[config.mk]
export PLATFORM = sky130hd
export DESIGN_NAME = mem_block_master_flat
export DESIGN_NICKNAME = d
export VERILOG_FILES = /design/src/rtl/mem_block_master_if.sv /design/src/rtl/mem_block_master.sv /design/src/flat_wrapper.sv
export SDC_FILE = /design/constraint.sdc
export NUM_CORES = 1
export LEC_CHECK = 0
export CELL_PAD_IN_SITES_DETAIL_PLACEMENT = 0
export CELL_PAD_IN_SITES_GLOBAL_PLACEMENT = 2
export CORE_MARGIN = 2
export CORE_UTILIZATION = 26
export DETAILED_ROUTE_END_ITERATION = 6
export PLACE_DENSITY = 0.9
export SLEW_MARGIN = 15
export SYNTH_ARGS = -nofsm -noshare
export SYNTH_HDL_FRONTEND = slang
export SYNTH_SLANG_ARGS = --single-unit
[constraint.sdc]
create_clock -name i_clk -period 6.8 [get_ports i_clk]
set_clock_uncertainty 0.2 [all_clocks]
set_input_delay 1.36 -clock i_clk [delete_from_list [all_inputs] [get_ports i_clk]]
set_output_delay 1.36 -clock i_clk [all_outputs]
set_load 0.1 [all_outputs]
[src/rtl/mem_block_master_if.sv]
// Memory-side bus of the block transfer master: one word access in flight,
// completed by a single-cycle i_mem_access pulse.
interface mem_block_master_if #(
    parameter int DATA_WIDTH = 32,
    parameter int ADDR_WIDTH = 64
);
    logic [ADDR_WIDTH-1:0] o_mem_addr;
    logic [DATA_WIDTH-1:0] o_mem_data;
    logic                  o_mem_write_en;
    logic [DATA_WIDTH-1:0] i_mem_read_data;
    logic                  i_mem_access;

    modport master (
        output o_mem_addr,
        output o_mem_data,
        output o_mem_write_en,
        input  i_mem_read_data,
        input  i_mem_access
    );

    modport slave (
        input  o_mem_addr,
        input  o_mem_data,
        input  o_mem_write_en,
        output i_mem_read_data,
        output i_mem_access
    );
endinterface

[src/rtl/mem_block_master.sv]
// Block transfer master: optionally writes back one block, then fills one block,
// one word per completed memory access.
module mem_block_master #(
    parameter int DATA_WIDTH  = 32,
    parameter int ADDR_WIDTH  = 64,
    parameter int BLOCK_WORDS = 16
) (
    input  logic                           i_clk,
    input  logic                           i_arst,
    input  logic                           i_start,
    input  logic                           i_write_back,
    input  logic [ADDR_WIDTH-1:0]          i_wb_addr,
    input  logic [ADDR_WIDTH-1:0]          i_fill_addr,
    input  logic [DATA_WIDTH-1:0]          i_wb_data,
    output logic [$clog2(BLOCK_WORDS)-1:0] o_wb_index,
    output logic [DATA_WIDTH-1:0]          o_fill_data,
    output logic [$clog2(BLOCK_WORDS)-1:0] o_fill_index,
    output logic                           o_fill_valid,
    output logic                           o_busy,
    output logic                           o_done,
    mem_block_master_if.master             mem
);
    localparam int IDX_W = $clog2(BLOCK_WORDS);
    // Clears the word-offset bits so both bases land on a block boundary.
    localparam logic [ADDR_WIDTH-1:0] ALIGN_MASK =
        ~((ADDR_WIDTH'(1) << (IDX_W + 2)) - ADDR_WIDTH'(1));

    typedef enum logic [1:0] {IDLE, WB, FILL, DONE} state_t;

    state_t                state_q, state_d;
    logic [IDX_W-1:0]      cnt_q, cnt_d;
    logic [ADDR_WIDTH-1:0] wb_base_q, wb_base_d;
    logic [ADDR_WIDTH-1:0] fill_base_q, fill_base_d;
    logic [DATA_WIDTH-1:0] fill_data_q, fill_data_d;
    logic [IDX_W-1:0]      fill_index_q, fill_index_d;
    logic                  fill_valid_q, fill_valid_d;

    logic                  last_word;
    logic [ADDR_WIDTH-1:0] word_offset;

    assign last_word   = (cnt_q == IDX_W'(BLOCK_WORDS - 1));
    assign word_offset = ADDR_WIDTH'({cnt_q, 2'b00});

    always_comb begin
        // NOTE: every signal gets a default first so no path leaves one unassigned (no latch).
        state_d            = state_q;
        cnt_d              = cnt_q;
        wb_base_d          = wb_base_q;
        fill_base_d        = fill_base_q;
        fill_data_d        = fill_data_q;
        fill_index_d       = fill_index_q;
        fill_valid_d       = 1'b0;
        mem.o_mem_addr     = '0;
        mem.o_mem_data     = '0;
        mem.o_mem_write_en = 1'b0;

        case (state_q)
            IDLE: begin
                if (i_start) begin
                    state_d     = i_write_back ? WB : FILL;
                    wb_base_d   = i_wb_addr & ALIGN_MASK;
                    fill_base_d = i_fill_addr & ALIGN_MASK;
                    cnt_d       = '0;
                end
            end
            WB: begin
                mem.o_mem_addr     = wb_base_q + word_offset;
                mem.o_mem_data     = i_wb_data;
                mem.o_mem_write_en = 1'b1;
                if (mem.i_mem_access) begin
                    cnt_d = cnt_q + IDX_W'(1);
                    if (last_word) state_d = FILL;
                end
            end
            FILL: begin
                mem.o_mem_addr = fill_base_q + word_offset;
                if (mem.i_mem_access) begin
                    fill_data_d  = mem.i_mem_read_data;
                    fill_index_d = cnt_q;
                    fill_valid_d = 1'b1;
                    cnt_d        = cnt_q + IDX_W'(1);
                    if (last_word) state_d = DONE;
                end
            end
            DONE:    state_d = IDLE;
            default: state_d = IDLE;
        endcase
    end

    always_ff @(posedge i_clk or posedge i_arst) begin
        if (i_arst) begin
            state_q      <= IDLE;
            cnt_q        <= '0;
            wb_base_q    <= '0;
            fill_base_q  <= '0;
            fill_data_q  <= '0;
            fill_index_q <= '0;
            fill_valid_q <= 1'b0;
        end else begin
            // NOTE: non-blocking so every register samples pre-edge values.
            state_q      <= state_d;
            cnt_q        <= cnt_d;
            wb_base_q    <= wb_base_d;
            fill_base_q  <= fill_base_d;
            fill_data_q  <= fill_data_d;
            fill_index_q <= fill_index_d;
            fill_valid_q <= fill_valid_d;
        end
    end

    assign o_wb_index   = cnt_q;
    assign o_fill_data  = fill_data_q;
    assign o_fill_index = fill_index_q;
    assign o_fill_valid = fill_valid_q;
    assign o_busy       = (state_q != IDLE);
    assign o_done       = (state_q == DONE);
endmodule

[src/flat_wrapper.sv]
// flat-port wrapper written by rule: the top's interface ports become plain ports
module mem_block_master_flat 
#(
    parameter int DATA_WIDTH  = 32,
    parameter int ADDR_WIDTH  = 64,
    parameter int BLOCK_WORDS = 16
)
  (i_clk, i_arst, i_start, i_write_back, i_wb_addr, i_fill_addr, i_wb_data, o_wb_index, o_fill_data, o_fill_index, o_fill_valid, o_busy, o_done, mem_o_mem_addr, mem_o_mem_data, mem_o_mem_write_en, mem_i_mem_read_data, mem_i_mem_access);
  mem_block_master_if #(.DATA_WIDTH(DATA_WIDTH), .ADDR_WIDTH(ADDR_WIDTH)) mem_i ();
  input  logic i_clk;
  input  logic i_arst;
  input  logic i_start;
  input  logic i_write_back;
  input  logic [ADDR_WIDTH-1:0] i_wb_addr;
  input  logic [ADDR_WIDTH-1:0] i_fill_addr;
  input  logic [DATA_WIDTH-1:0] i_wb_data;
  output logic [$clog2(BLOCK_WORDS)-1:0] o_wb_index;
  output logic [DATA_WIDTH-1:0] o_fill_data;
  output logic [$clog2(BLOCK_WORDS)-1:0] o_fill_index;
  output logic o_fill_valid;
  output logic o_busy;
  output logic o_done;
  output wire logic [$bits(mem_i.o_mem_addr)-1:0] mem_o_mem_addr;
  output wire logic [$bits(mem_i.o_mem_data)-1:0] mem_o_mem_data;
  output wire logic [$bits(mem_i.o_mem_write_en)-1:0] mem_o_mem_write_en;
  input wire logic [$bits(mem_i.i_mem_read_data)-1:0] mem_i_mem_read_data;
  input wire logic [$bits(mem_i.i_mem_access)-1:0] mem_i_mem_access;
  assign mem_o_mem_addr = mem_i.o_mem_addr;
  assign mem_o_mem_data = mem_i.o_mem_data;
  assign mem_o_mem_write_en = mem_i.o_mem_write_en;
  assign mem_i.i_mem_read_data = mem_i_mem_read_data;
  assign mem_i.i_mem_access = mem_i_mem_access;
  mem_block_master #(.DATA_WIDTH(DATA_WIDTH), .ADDR_WIDTH(ADDR_WIDTH), .BLOCK_WORDS(BLOCK_WORDS)) u_core (.i_clk(i_clk), .i_arst(i_arst), .i_start(i_start), .i_write_back(i_write_back), .i_wb_addr(i_wb_addr), .i_fill_addr(i_fill_addr), .i_wb_data(i_wb_data), .o_wb_index(o_wb_index), .o_fill_data(o_fill_data), .o_fill_index(o_fill_index), .o_fill_valid(o_fill_valid), .o_busy(o_busy), .o_done(o_done), .mem(mem_i));
endmodule
After elaboration in Yosys (flattened, before gate mapping)
Index checks and enable logic that the tools add are counted.
{"block": "totals", "ff_bits": 159, "latchBits": 0, "mem_bits_rw": 0, "romBits": 0, "inputBits": 197, "out_inout_bits": 140, "elab_cells": 43, "n_memories": 0}
{"block": "op_classes", "n_addsub": 3, "n_mul": 0, "n_div": 0, "magnitude_cmp": 0, "eq_ne": 10, "n_shift": 0, "mux": 15, "bitwise_logic": 0, "reduce_logical": 8}
{"operator": "64-bit by 6-bit adder with 64-bit output", "n": 2}
{"operator": "64-bit one-hot mux with 2 select lines", "n": 1}
{"operator": "32-bit 2-to-1 mux", "n": 1}
{"operator": "2-bit 2-to-1 mux", "n": 6}
{"operator": "4-bit 2-to-1 mux", "n": 2}
{"operator": "2-bit one-hot mux with 4 select lines", "n": 1}
{"operator": "4-bit one-hot mux with 2 select lines", "n": 1}
{"operator": "2-bit by 1-bit != test with 1-bit output (second input constant)", "n": 3}
{"operator": "2-bit != test (second input constant)", "n": 3}
{"operator": "5-bit AND reduction", "n": 1}
{"operator": "4-bit by 1-bit adder with 4-bit output (second input constant)", "n": 1}
{"operator": "2-bit equality test (second input constant)", "n": 2}
{"operator": "4-bit equality test (second input constant)", "n": 1}
{"operator": "2-bit AND reduction", "n": 2}
{"operator": "2-bit nonzero test", "n": 2}
{"operator": "1-bit 2-to-1 mux", "n": 3}
{"operator": "3-bit AND reduction", "n": 1}
{"operator": "2-bit by 1-bit equality test with 1-bit output (second input constant)", "n": 1}
{"operator": "2-bit logical NOT", "n": 1}
{"operator": "2-bit OR reduction", "n": 1}

Longest topological paths before layout
{"block": "depth", "word_depth": 4, "ltp_mapped": 7, "ltp_nobuf": 5}

Worst setup path after synthesis
OpenSTA, ideal clock, no wires.
{"block": "synth_timing", "kind": "register -> output", "from": "register u_core.state_q[0]", "to": "output port mem_o_mem_addr[18]", "arrival_ps": 2664, "slack_ps": 2576, "path_stages_with_launch": 6, "path_buffers": 2, "path_cell_list": "dfrtp_1 > inv_1 > ha_1 > clkbuf_1 > clkbuf_1 > nor2b_1"}
{"block": "synth_between", "elab_chain_cells": 2, "elab_cells_between_ends": 3}
{"element": "from (decl)", "line": "mem_block_master.sv:30", "source": "state_t state_q, state_d;"}
{"element": "from (signal assigned)", "line": "mem_block_master.sv:101", "source": "state_q <= state_d;"}
{"element": "2-bit equality test / 2-bit by 1-bit equality test with 1-bit output (equally long branches)", "line": "mem_block_master.sv:57", "source": "case (state_q)"}
{"element": "64-bit one-hot mux with 2 select lines *", "line": "mem_block_master.sv:57"}
{"element": "to (decl)", "line": "flat_wrapper.sv:23", "source": "output wire logic [$bits(mem_i.o_mem_addr)-1:0] mem_o_mem_addr;"}
Mark *: on every way between the ends. The rest lies on a longest branch, timed or not.

Final worst setup path
Ends and elaborated chain as after synthesis.

==> flow_metrics.tcl <==
set metrics [dict create \
    initial_utilization_pct 26.2 \
    synthMostInstantiatedCell "sky130_fd_sc_hd__dfrtp_1" \
    routed_wire_length_per_instance_um 17.2 \
    avgSynthCellArea_sq_um 13.1 \
    report.final.setup_viol 0 \
    cts_resized 0 \
    multiInputGateArea_sq_um 3050 \
    first_global_vias 5654 \
    reg2reg_from "u_core.state_q[0]" \
    synthToLayoutAreaGrowth_pct 57.7 \
    number_of_antenna_violations_at_the_first_check_in_global_routing 0 \
    drive_gt1_share_pct 21.9 \
    outcome "completed" \
    ys_seq_elements 159 \
    post_cts_setup_buffer_count 0 \
    dp.final_hpwl_um 14700 \
    startpoint "u_core.state_q[0]" \
    r2r_slack_ns 3.82 \
    min_from "u_core.o_fill_index[1]" \
    path_class "flip-flop to primary output" \
    setup_repair_after_global_routing_missed_its_margin "no" \
    critical_path.max_fanout 39 \
    io_buffers 322 \
    cts_max_path_buffers 2 \
    timing.setup.tns_ns 0 \
    holdPathStages 2 \
    worstHoldPathType "flip-flop to flip-flop" \
    worst-endpoint-arrival_ns 3.82 \
    die_area_sq_um 29200 \
    io_pins 337 \
    synth_enable_flop_cells 0 \
    postPlaceCellArea_sq_um 10800 \
    postCtsHoldBufs 0 \
    postLayoutCellArea_sq_um 11400 \
    min_period_ns 5.38 \
    routed-via-count 5474 \
    seqCellArea_sq_um 3980 \
    timing_max_transition_violations_final 0 \
    dr_wl_met2_um 10400 \
    yosys_warnings 0 \
    die_y_um 171 \
    chipWidth_um 171 \
    synthDominantAreaCellType "sky130_fd_sc_hd__dfrtp_1" \
    synth.cell_area_sq_um 7230 \
    detail_route.iter0.violations 196 \
    drtAntennaViolNets 0 \
    n_fill_cell 2650 \
    m1WireLength_um 8770 \
    finalHoldViolations 0 \
    worst-slew-pin-transition_ns 1.03 \
    worst-r2r-cell-count 5 \
    fraction_of_synthesized_cell_area_taken_by_the_top_area_cell_type_pct 55.0 \
    netlist-cell-type-count 29 \
    cts.sink_count 159 \
    cts-buffers-inserted 17 \
    tritoncts "built" \
    synth_commonest_cells "159 x sky130_fd_sc_hd__dfrtp_1, 147 x sky130_fd_sc_hd__mux2_2, 60 x sky130_fd_sc_hd__nor2b_1" \
    r2r_path_end "u_core.fill_base_q[18]" \
    maximum_number_of_pins_on_one_net_before_global_route_repair 98 \
    routed.top_layer "met4" \
    ctsRootBufferMaster "sky130_fd_sc_hd__clkbuf_16" \
    met3_wl_um 2120 \
    hold_path_sink "u_core.o_fill_index[1]" \
    top_flip_flop_cell_by_instance_count_after_synthesis "sky130_fd_sc_hd__dfrtp_1" \
    via_per_inst 4.38 \
    drtPass1Iterations 4 \
    synth-seq-area-share_pct 55.0 \
    relSlewSlack_pct 31.0 \
    cp.required_ns 5.24 \
    row_count 61 \
    fmax_mhz 186 \
    drv_cap 0 \
    clkTransAtPathRegs_ns 0.07 \
    htreeDepth 4 \
    wire_length_of_the_first_global_routing_pass_um 32100 \
    detail_route.drc_violations 0 \
    critical_path.endpoint_type "primary output" \
    syn_inst 553 \
    final_nets 1065 \
    route.final.wire_length_um 21500 \
    clkLatencyLatePin_ns 0.41 \
    timing.final.crit_share_pct 79.1 \
    worstSetupStartpointType "flip-flop" \
    n_antenna_cell 0 \
    total_global_routing_overflow 0 \
    place.gp.congestion 0.706 \
    post_synth_main_area_contributors "sky130_fd_sc_hd__dfrtp_1 55%, sky130_fd_sc_hd__mux2_2 23%, sky130_fd_sc_hd__a22oi_1 6.0%, sky130_fd_sc_hd__nor2b_1 5.2%, sky130_fd_sc_hd__and2_1 2.8%" \
    async_flop_share_pct 100 \
    coreArea_sq_um 27600 \
    grt_util_all_layers_pct 14.4 \
]
worst max-delay path, cell delays in order (launching register included):
cell	delay, ns
sky130_fd_sc_hd__dfrtp_1	0.44
sky130_fd_sc_hd__inv_1	0.17
sky130_fd_sc_hd__ha_2	0.85
sky130_fd_sc_hd__buf_4	0.44
sky130_fd_sc_hd__a22oi_1	0.14
sky130_fd_sc_hd__nor2b_1	0.16
sky130_fd_sc_hd__clkdlybuf4s50_1	1.14
per-stage QoR:
step / util (%) / std cells / setup WS, ns / hold slack, ns
2_1_floorplan: - / 554 / 0.948 / 0.265
3_3_place_gp: 39.2 / 1219 / 1.78 / 0.266
3_5_place_dp: 39.2 / 1219 / 1.82 / 0.271
4_1_cts: 41.4 / 1251 / 1.35 / 0.287
5_1_grt: 41.4 / 1251 / 1.11 / 0.304
6_report: 41.4 / 1251 / 1.42 / 0.285
layout make-up:
class | instances | share of cell area [%]
sequential | 159 | 34.9
clock buffer | 17 | 3.73
inverter | 8 | 0.307
clock inverter | 15 | 1.42
multi-input combinational | 345 | 26.8
timing repair buffer | 329 | 28.7
tap | 378 | 4.15
layer usage:
layer	track usage (%)	vias up
met3	5.74	12
met4	3.27	0
met1	17.3	2696
met2	24.2	211
met5	0	-
li1	-	2555
sequential cells by signal, indices dropped and copies added, names as in the netlist:
signal               flops
u_core.state_q           2
u_core.o_fill_data      32
u_core.o_fill_index      4
u_core.o_wb_index        4
u_core.o_fill_valid      1
u_core.wb_base_q        58
u_core.fill_base_q      58
logic make-up (layout without fill, tap and decap cells):
group	after synthesis	count (layout)	share of synthesized area, %
fa+ha+maj	8	8	1.38
flops	159	159	55.0
buf+inv	50	369	3.18
simple gates	113	113	9.43
mux	155	155	24.1
compound gates	67	67	6.87
other cells	1	2	0.0519
cells in the final DEF, fill, tap and decap left out, drive strengths merged:
cell type and n:
mux2i 5, nor2b 60, or2 2, conb 2
nand3b 2, buf 7, a22oi 58, o211ai 1
nor3 1, dfrtp 159, o21ai 4, or3 1
mux2 150, inv 17, clkinv 5, and3 2
nand2 7, and2 32, clkinvlp 1, nand3 3
o31ai 2, nor2 2, clkdlybuf4s50 322, o311ai 1
ha 8, a221o 1, clkbuf 17, nand2b 1
how the worst max path moves through the flow:
stage	endpoint
after floorplan	u_core.fill_base_q[10]
after global routing	mem_o_mem_addr[47]
after global placement	mem_o_mem_addr[18]
after detailed placement	mem_o_mem_addr[53]
after CTS	mem_o_mem_addr[53]
final	mem_o_mem_addr[18]
Power is left out: the tool's default activity adds up to more than one toggle a clock period on the data nets, which glitch-free logic cannot reach.
==> patch 1: new RTL, config.mk and constraints unchanged <==
Make the reset (`i_arst`) synchronous in one clocked block.
--- a/src/rtl/mem_block_master.sv
+++ b/src/rtl/mem_block_master.sv
@@ -87,7 +87,7 @@
         endcase
     end
 
-    always_ff @(posedge i_clk or posedge i_arst) begin
+    always_ff @(posedge i_clk) begin
         if (i_arst) begin
             state_q      <= IDLE;
             cnt_q        <= '0;
Formal check against the unedited RTL: differs if i_arst is asserted again (counterexample within 4 cycles, from zero or initial values and one cycle with i_arst high); with i_arst held inactive, the same outputs for 4 cycles.
==> patch 1 against the unedited design <==
- cell area decreased by 5.3%
- critical path depth fell by 1
- routed wire length up 7.8%
- sequential cell count is the same
- setup slack better by 99 ps
- area after synthesis shrank 5.3%
==> patch 1: results (changes against the unedited design) <==
cp_slowest_stage_delay_ps: 1160  # +20 ps
clk_pin_slew_worst_paths_ps: 70  # about the same
portBuffers: 322  # unchanged
synth_top_area_share_pct: 46.50  # -8.5 points
clk_latency_ps: 410  # about the same
first_pass_iters: 4  # unchanged
drt_iter0_markers: 408  # +110%
place_area_mm2: 0.01021  # -5.6%
r2r_slack_ps: 4150  # +330 ps
worst_pin_slew_ps: 1076  # +44.09 ps
synth_ff_type: "dfxtp_1"
critical_path.startpoint: "u_core.state_q[0]$_SDFFE_PP0P_"
layout.nets: 1376  # +29%
vias: 6927  # +27%
gp_congestion: 0.7529  # +6.6%
ys_top_cells_by_count: "310 x nand2_1, 159 x dfxtp_1, 154 x a21oi_1"
seq_area_frac_synth_pct: 46.50  # -8.5 points
crit_family: "buffers and inverters"
hold_depth: 2  # unchanged
reg2reg_from: "u_core.state_q[1]$_SDFFE_PP0P_"
drtAntennaViolNets: 0  # unchanged
h-tree-depth: 4  # unchanged
worstHoldStart: "u_core.wb_base_q[36]$_SDFFE_PP0P_"
synthDistinctLibCells: 31  # +6.9%
grt_pass1_wl_um: 36250  # +13%
synthTopCellsByArea: "dfxtp_1 46%, nand2_1 17%, a21oi_1 11%, a22oi_1 6.4%, nor2b_1 5.4%"
rr_endpoint: "u_core.fill_base_q[39]$_SDFFE_PP0P_"
track_usage_pct: 16.19  # +1.8 points
hpwl_um: 15320  # +3.9%
first_global_vias: 6525  # +15%
endpoint: "mem_o_mem_addr[60]"
outcome: "finished clean"
cp.arrival_ps: 3720  # -100 ps
grt_max_degree: 94  # -4.1%
antenna_found_initial: 1  # +1
crit_fanout: 52  # +33%
postCtsResizedCells: 0  # unchanged
sw_frac_of_total_pct: 46.58
holdPathEnd: "u_core.wb_base_q[36]$_SDFFE_PP0P_"
rr_worst_depth: 6  # +1
numCtsBuffers: 17  # unchanged
async_reset_ff_share_pct: 0  # -100 points
vdd.ir_drop.worst_uv: 234.1
layout-drive-gt1-share_pct: 4.139  # -18 points
wl_per_cell_um: 15.24  # -11%
yosys_warnings: 0  # unchanged
==> patch 1: layer usage <==
metal	share of wire, %	vias to the layer above	routed length [um]	track usage (%)
met2	48	202	11020	26.36
met5	0	-	0	0
met3	5.2	27	1199	3.837
met4	2.2	0	517	5.585
li1	-	3491	-	-
met1	45	3207	10430	21.07
==> patch 1: layout make-up <==
| type | count | area, um2 |
|---|---|---|
| multi-input cells | 654 | 3292 |
| flip-flops and latches | 159 | 3183 |
| clock buffers | 18 | 439.2 |
| inverters | 9 | 33.78 |
| clock inverters | 14 | 141.4 |
| well taps | 335 | 419.2 |
| diodes | 1 | 2.502 |
| fillers | 2702 | 15190 |
| repair buffers | 330 | 3281 |
==> patch 1: kinds of logic (layout without fill, tap and decap cells) <==
logic type               Yosys count  after routing  synth area share [%]
buffers and inverters             85            371                 5.867
multiplexers                       3              3                0.4570
flip-flops                       159            159                 46.50
adder cells (fa/ha/maj)            8              8                 1.462
AND/OR/NAND/NOR                  419            419                 26.91
other                              1              3               0.05478
AO/OA/AOI/OAI                    222            222                 18.75
==> patch 1: through the flow <==
step	cells	utilization [%]	hold slack, ps	total power (uW)	setup slack [ps]
final	1520	41.53	252.5	3971	1523
after global routing	1519	41.52	269.6	4193	1270
after CTS	1519	41.52	254.4	4032	1438
after detailed placement	1487	39.29	245.3	3076	1926
after global placement	1487	39.29	241.9	3070	1874
after floorplan	898	-	236.0	2581	2683
==> patch 1: worst reg2reg max path, stage by stage, from the launching register on <==
cell and delay [ps]:
dfxtp_1 350, inv_1 170, ha_2 290, and2_4 660
buf_4 610, nand2_1 150, a21oi_1 140
==> patch 2: new RTL, same flow settings <==
Made on the original files. `BLOCK_WORDS` is set to 16 in 2 places; all go to 8.
--- a/src/rtl/mem_block_master.sv
+++ b/src/rtl/mem_block_master.sv
@@ -3,7 +3,7 @@
 module mem_block_master #(
     parameter int DATA_WIDTH  = 32,
     parameter int ADDR_WIDTH  = 64,
-    parameter int BLOCK_WORDS = 16
+    parameter int BLOCK_WORDS = 8
 ) (
     input  logic                           i_clk,
     input  logic                           i_arst,
--- a/src/flat_wrapper.sv
+++ b/src/flat_wrapper.sv
@@ -3,7 +3,7 @@
 #(
     parameter int DATA_WIDTH  = 32,
     parameter int ADDR_WIDTH  = 64,
-    parameter int BLOCK_WORDS = 16
+    parameter int BLOCK_WORDS = 8
 )
   (i_clk, i_arst, i_start, i_write_back, i_wb_addr, i_fill_addr, i_wb_data, o_wb_index, o_fill_data, o_fill_index, o_fill_valid, o_busy, o_done, mem_o_mem_addr, mem_o_mem_data, mem_o_mem_write_en, mem_i_mem_read_data, mem_i_mem_access);
   mem_block_master_if #(.DATA_WIDTH(DATA_WIDTH), .ADDR_WIDTH(ADDR_WIDTH)) mem_i ();
Interface: changed (resized o_fill_index and o_wb_index); port bits go from 337 to 335. No check against the original RTL was run, so the function may have changed too.
==> patch 2 against the unedited design <==
- core utilization fell by 0.22 points
- area after synthesis fell by 0.12%
- routed wire length fell by 2.6%
- setup slack improved by 200 ps
- sequential cell count did not move
- cell area fell by 0.54%
- first-iteration DRC count rose by 30%
Power is left out: the tool's default activity adds up to more than one toggle a clock period on the data nets, which glitch-free logic cannot reach.
==> patch 2: results (changes against the unedited design) <==
synthTopCellsByArea: "dfrtp_1 55%, mux2_2 20%, a22oi_1 6.1%, nor2b_1 5.2%, mux2_1 3.1%"
drt_iter0_markers: 255  # +30%
routed_wirelength_um: 20940  # -2.6%
synth-edff-count: 0  # unchanged
synthDistinctLibCells: 27  # -6.9%
track_usage_pct: 14.37  # -0.030 points
reg2reg_from: "u_core.state_q[0]$_DFFE_PP0P_"
numCtsBuffers: 17  # unchanged
cp_slowest_stage_delay_ps: 1160  # +20 ps
clock-root-buffer: "clkbuf_16"
cp.arrival_ps: 3620  # -200 ps
rr_endpoint: "u_core.wb_base_q[47]$_DFFE_PP0P_"
vias: 5464  # -0.18%
hold_depth: 2  # unchanged
worstHoldStart: "u_core.o_fill_index[0]$_DFFE_PP0P_"
holdPathEnd: "u_core.o_fill_index[0]$_DFFE_PP0P_"
portBuffers: 322  # unchanged
first_global_vias: 5804  # +2.7%
hold_path_class: "reg2reg"
holdWs_ps: 279.7  # -5.561 ps
async_reset_ff_share_pct: 100.0  # unchanged
layout-drive-gt1-share_pct: 19.91  # -2.0 points
multiInputGateArea_mm2: 0.003022  # -0.94%
r2r_slack_ps: 3760  # -60 ps
seq_area_frac_synth_pct: 55.09  # +0.067 points
nFillCells: 2637  # -0.49%
worst_pin_slew_ps: 1057  # +25.10 ps
outcome: "finished clean"
grt_pass1_wl_um: 32310  # +0.67%
grt_max_degree: 87  # -11%
place_area_mm2: 0.01079  # -0.20%
crit_fanout: 44  # +13%
gp_congestion: 0.7270  # +2.9%
yosys_warnings: 0  # unchanged
grtUsageMet1_pct: 17.30  # about the same
layout.nets: 1063  # -0.19%
ys_top_cells_by_count: "159 x dfrtp_1, 130 x mux2_2, 60 x nor2b_1"
wl_per_cell_um: 16.79  # -2.3%
grt_use_met2_pct: 24.50  # +0.28 points
first_pass_iters: 4  # unchanged
placed_cells: 1216  # -0.25%
hpwl_um: 14280  # -3.1%
preCtsSetupSlack_ps: 1967  # +148.4 ps
use_met3_pct: 5.158  # -0.58 points
syn_inst: 550  # -0.54%
fin_ws_ps: 1619  # +195.1 ps
[patch 2: changes by cell type after synthesis, sizes merged, moves of 2 or more]
cell / before / now
nand3: 3 / 0
mux2i: 5 / 3
nand2: 7 / 9
nand3b: 2 / 0
o21bai: 0 / 2
o31ai: 2 / 0
or2: 2 / 0
[patch 2: logic make-up (layout without fill, tap and decap cells)]
family          count (synthesis)  in the layout  share of synthesized area (%)
fa+ha+maj                       9              9                          1.559
simple gates                  109            109                          9.096
buf+inv                        51            369                          3.430
flops                         159            159                          55.09
mux                           153            153                          23.80
compound gates                 68             68                          6.965
other cells                     1              2                        0.05193
[patch 2: area by class of cell]
type	count	share of cell area, %
Inverter	8	0.3090
Tap cell	378	4.171
Clock buffer	19	3.906
Timing Repair Buffer	330	28.96
Sequential cell	159	35.09
Multi-Input combinational cell	341	26.65
Clock inverter	12	0.9159
[patch 2: worst max path at each step]
stage	start	end	depth (start not counted)
global placement	u_core.state_q[0]$_DFFE_PP0P_	mem_o_mem_addr[4]	5
finish	u_core.state_q[0]$_DFFE_PP0P_	mem_o_mem_addr[10]	5
floorplan	i_arst	u_core.fill_base_q[10]$_DFFE_PP0P_	1
CTS	u_core.state_q[0]$_DFFE_PP0P_	mem_o_mem_addr[4]	5
global route	u_core.state_q[1]$_DFFE_PP0P_	mem_o_mem_addr[55]	6
detailed placement	u_core.state_q[0]$_DFFE_PP0P_	mem_o_mem_addr[4]	5
[patch 2: worst min-delay path, cell delays in order, from the launching register on]
cell and delay [ps]:
dfrtp_1 340, nand2_1 50, o21ai_0 60
[patch 2: metal layers]
layer  vias up  wire length (um)  part of all wire (%)
met5         -                 0                     0
met1      2715              8674                    41
li1       2537                 -                     -
met4         0               185                  0.88
met2       202             10330                    49
met3        10              1746                   8.3
